<file path="src/rtl/struct_field_packer.sv">
// Two-channel field assembler: pairs field0/field1 arrivals in order and emits
// one packed word {field0, field1} per matched pair over a valid/ready output.
module struct_field_packer #(
    parameter int FIELD0_WIDTH = 4,
    parameter int FIELD1_WIDTH = 4
) (
    input  logic                                 clk,
    input  logic                                 rst,
    input  logic                                 f0_valid,
    output logic                                 f0_ready,
    input  logic [FIELD0_WIDTH-1:0]              f0_data,
    input  logic                                 f1_valid,
    output logic                                 f1_ready,
    input  logic [FIELD1_WIDTH-1:0]              f1_data,
    output logic                                 out_valid,
    input  logic                                 out_ready,
    output logic [FIELD0_WIDTH+FIELD1_WIDTH-1:0] out_data,
    output logic [15:0]                          word_count
);

    localparam int OUT_WIDTH = FIELD0_WIDTH + FIELD1_WIDTH;

    logic                    s0_full_r;
    logic                    s1_full_r;
    logic [FIELD0_WIDTH-1:0] s0_r;
    logic [FIELD1_WIDTH-1:0] s1_r;
    logic                    out_valid_r;
    logic [OUT_WIDTH-1:0]    out_data_r;
    logic [15:0]             word_count_r;

    logic out_free_s;
    logic combine_s;
    logic f0_ready_s;
    logic f1_ready_s;
    logic f0_fire_s;
    logic f1_fire_s;
    logic out_fire_s;

    // Handshake decode; a full slot may accept again in the cycle it is drained.
    always_comb begin
        out_free_s = !out_valid_r || out_ready;
        combine_s  = s0_full_r && s1_full_r && out_free_s;
        f0_ready_s = !rst && (!s0_full_r || combine_s);
        f1_ready_s = !rst && (!s1_full_r || combine_s);
        f0_fire_s  = f0_valid && f0_ready_s;
        f1_fire_s  = f1_valid && f1_ready_s;
        out_fire_s = out_valid_r && out_ready;
    end

    assign f0_ready   = f0_ready_s;
    assign f1_ready   = f1_ready_s;
    assign out_valid  = out_valid_r;
    assign out_data   = out_data_r;
    assign word_count = word_count_r;

    // Field0 slot: a fresh arrival wins over release so same-cycle refill stays FULL.
    always_ff @(posedge clk) begin
        if (rst) begin
            s0_full_r <= 1'b0;
            s0_r      <= '0;
        end else if (f0_fire_s) begin
            s0_full_r <= 1'b1;
            s0_r      <= f0_data;
        end else if (combine_s) begin
            s0_full_r <= 1'b0;
        end else begin
            s0_full_r <= s0_full_r;
        end
    end

    // Field1 slot, same policy as field0.
    always_ff @(posedge clk) begin
        if (rst) begin
            s1_full_r <= 1'b0;
            s1_r      <= '0;
        end else if (f1_fire_s) begin
            s1_full_r <= 1'b1;
            s1_r      <= f1_data;
        end else if (combine_s) begin
            s1_full_r <= 1'b0;
        end else begin
            s1_full_r <= s1_full_r;
        end
    end

    // Output register: loads a new word on combine, otherwise clears valid once taken.
    always_ff @(posedge clk) begin
        if (rst) begin
            out_valid_r <= 1'b0;
            out_data_r  <= '0;
        end else if (combine_s) begin
            out_valid_r <= 1'b1;
            out_data_r  <= {s0_r, s1_r};
        end else if (out_fire_s) begin
            out_valid_r <= 1'b0;
        end else begin
            out_valid_r <= out_valid_r;
        end
    end

    // Completed-word counter, wraps naturally at 16 bits.
    always_ff @(posedge clk) begin
        if (rst) begin
            word_count_r <= 16'd0;
        end else if (out_fire_s) begin
            word_count_r <= word_count_r + 16'd1;
        end else begin
            word_count_r <= word_count_r;
        end
    end

endmodule
</file>
<file path="config.mk">
export PLATFORM = sky130hd
export DESIGN_NAME = struct_field_packer
export DESIGN_NICKNAME = d
export VERILOG_FILES = /design/src/rtl/struct_field_packer.sv
export SDC_FILE = /design/constraint.sdc
export NUM_CORES = 1
export LEC_CHECK = 0
export CORE_MARGIN = 2
export CORE_UTILIZATION = 30
export CTS_BUF_LIST = sky130_fd_sc_hd__clkbuf_2 sky130_fd_sc_hd__clkbuf_4 sky130_fd_sc_hd__clkbuf_8
export DETAILED_ROUTE_END_ITERATION = 6
export PLACE_DENSITY_LB_ADDON = 0.12
export SLEW_MARGIN = 40
export SYNTH_ARGS = -nofsm -noshare
export SYNTH_HDL_FRONTEND = slang
export SYNTH_SLANG_ARGS = --single-unit
export TNS_END_PERCENT = 1
</file>
<file path="constraint.sdc">
create_clock -name clk -period 1.5 [get_ports clk]
set_input_delay 0.225 -clock clk [delete_from_list [all_inputs] [get_ports clk]]
set_output_delay 0.225 -clock clk [all_outputs]
set_load 0.03 [all_outputs]
</file>
==> flow_metrics.tcl <==
set metrics [dict create \
    status "completed" \
    power.total_w 0.001819 \
    hp-start "out_ready" \
    crit_start "word_count[3]" \
    io_pins 40 \
    via_per_inst 4.703 \
    grt_pass1_vias 1368 \
    drt-pass1-iter-count 4 \
    start_util 0.3109 \
    ys_types 26 \
    row_count 25 \
    reg2reg_from "word_count[3]" \
    reg2regPathDepth 4 \
    wl_met3_um 162 \
    worst_clock_skew_ps 4.577 \
    root_buffer "clkbuf_8" \
    nets 245 \
    min_period_over_period 0.9814 \
    cts_tree "built" \
    chipWidth_um 73.74 \
    pre_cts_ws_ps -432.3 \
    slew_headroom 0.6354 \
    final-hold-violation-count 0 \
    place.port_buffers 39 \
    worstHoldPathType "primary input to flip-flop" \
    ys.warnings.count 0 \
    dieHeight_um 73.74 \
    crit_type "flip-flop to flip-flop" \
    crit_path_end_kind "flip-flop" \
    synthesis.nets 178 \
    min_delay_path_depth 4 \
    syn_avg_cell_area_um2 8.896 \
    grt_max_degree 14 \
    p_per_area_nw_per_um2 811.4 \
    wl_met1_um 1610 \
    final.fill_count 450 \
    ir_drop_mv 0.4145 \
    r2r-end "word_count[15]" \
    syn2layout_area_growth_pct 53.69 \
    wire_per_inst_um 12.34 \
    routed_wl_um 3528 \
    rsz0062_at_grt "yes" \
    crit_required_ps 1680 \
    clkTransAtPathRegs_ps 70 \
    rrSetupSlack_ps 30 \
    cts_sinks 35 \
    ys_seq_elements 35 \
    dp.cells 276 \
    cts_hold_buf 0 \
    cts_buffer_depth 2 \
    grt_usage 0.1454 \
    synth-edff-count 0 \
    ant_nets 0 \
    p_leak_nw 0.9772 \
    synth.cell_area_um2 1459 \
    worstPathMaxFanout 7 \
    worst_pin_slew_ps 544.9 \
    top_layer "met4" \
    drc 0 \
    dr_wl_met2_um 1723 \
    overflow 0 \
    fmax_ghz 0.6793 \
    dp_hpwl_um 2668 \
    fin_crit_ps 1472 \
    insertion_delay_ps 290 \
    htreeDepth 2 \
    max-cap-violations 0 \
    core_region_area_um2 4692 \
    dr.first_iter.drc_count 86 \
    ys_seq_area_frac 0.4803 \
    syn_inst 164 \
    cp_data_arrival_time_ps 1650 \
    synth_ff_type "dfxtp_1" \
    grt_pass1_wl_um 5940 \
    gp_congestion 0.7873 \
    drive_gt1_frac 0.2931 \
    antenna_found_initial 0 \
    slew_viol_final 0 \
    fin_ws_ps 27.83 \
    critPathLaunchType "flip-flop" \
    stdcell_count 286 \
    diodes 0 \
    cts_buffers 5 \
    holdPathEnd "word_count[1]" \
    finalSetupViolCount 0 \
    vias 1345 \
    async_flop_share 0 \
    dieArea_um2 5437 \
]
[cell families after synthesis]
kind of cell | share of synthesized area
adders and majority gates | 0.008575
xor gates and xnor gates | 0.06003
buffers and inverters | 0.03860
AOI/OAI and AO/OA | 0.08920
and+or+nand+nor | 0.2538
DFF | 0.4803
muxes | 0.06947
[worst max-delay path, cell delays in order (launching register included)]
cell and delay [ps]:
dfxtp_4 360, nand4_4 100, or2_4 290, nor4_2 270
mux2_1 340
[Yosys cell counts, types with 3 or more instances]
cell | count | area, µm²
a21oi_1 | 18 | 90.09
dfxtp_1 | 35 | 700.7
inv_1 | 5 | 18.77
mux2_2 | 7 | 78.83
nand2_1 | 26 | 97.59
nand3_1 | 9 | 45.04
nor2_1 | 12 | 45.04
nor2b_1 | 10 | 62.56
nor3_1 | 3 | 15.01
o31ai_1 | 4 | 30.03
or4_1 | 4 | 30.03
xnor2_1 | 5 | 43.79
xor2_1 | 5 | 43.79
[routing by layer]
layer,global-route usage,up-vias
met4,0.07071,0
met2,0.2262,36
met5,0,-
li1,-,691
met1,0.1765,612
met3,0.05350,6
[how the worst max path moves through the flow]
stage	endpoint	slack, ps
after floorplan	word_count[15]	-80
after global placement	word_count[15]	-400
after detailed placement	word_count[15]	-430
after CTS	f0_ready	-180
after global routing	word_count[15]	-10
final	word_count[15]	30
[where the power goes]
| part | switching [W] | internal, W |
|---|---|---|
| Clock | 0.000330 | 0.000362 |
| Combinational | 0.0000826 | 0.0000896 |
| Sequential | 0.0000167 | 0.000938 |
[per-stage QoR]
stage               hold WS [ps]  setup TNS, ps  utilization  instance area [µm²]
floorplan                  349.7         -340.3            -                 1518
finish                     389.8              0       0.4779                 2242
global route               402.2         -21.58       0.4779                 2242
global placement           436.0          -7091       0.4520                 2121
CTS                        460.9         -426.0       0.4744                 2226
detailed placement         448.1          -7492       0.4520                 2121
[what timing repair did]
action / 4_1_cts / 5_1_grt
buffers inserted: 2 / 0
pin swaps: 3 / 3
resized for setup: 33 / 5
setup endpoints to repair: 38 / 23
[registers in the layout, summed over array words and instances (netlist names)]
signal	count
out_valid	1
s0_r	4
word_count	16
s1_r	4
s1_full_r	1
s0_full_r	1
out_data	8
[final cells by class]
class,instances,area (µm²),share of cell area
Clock buffer,7,83.83,0.03739
Clock inverter,1,5.005,0.002232
Inverter,5,18.77,0.008371
Multi-Input combinational cell,118,757.0,0.3376
Sequential cell,35,739.5,0.3298
Tap cell,54,67.56,0.03013
Timing Repair Buffer,66,570.5,0.2545
[cell usage in the layout, fill, tap and decap left out, types with 3 or more instances in the layout]
master,instances
dfxtp_4,10
xor2_1,5
clkbuf_8,5
dfxtp_1,24
nor3_1,3
nand3_1,5
nand3_2,4
buf_6,3
xnor2_1,5
o31ai_1,4
or4_1,3
clkdlybuf4s50_1,11
mux2_2,7
nor2_1,12
inv_1,5
buf_4,26
nor2b_1,10
a21oi_2,3
a21oi_1,15
nand2_1,26
dlygate4sd2_1,25
Power figures use the tool's default switching activity.
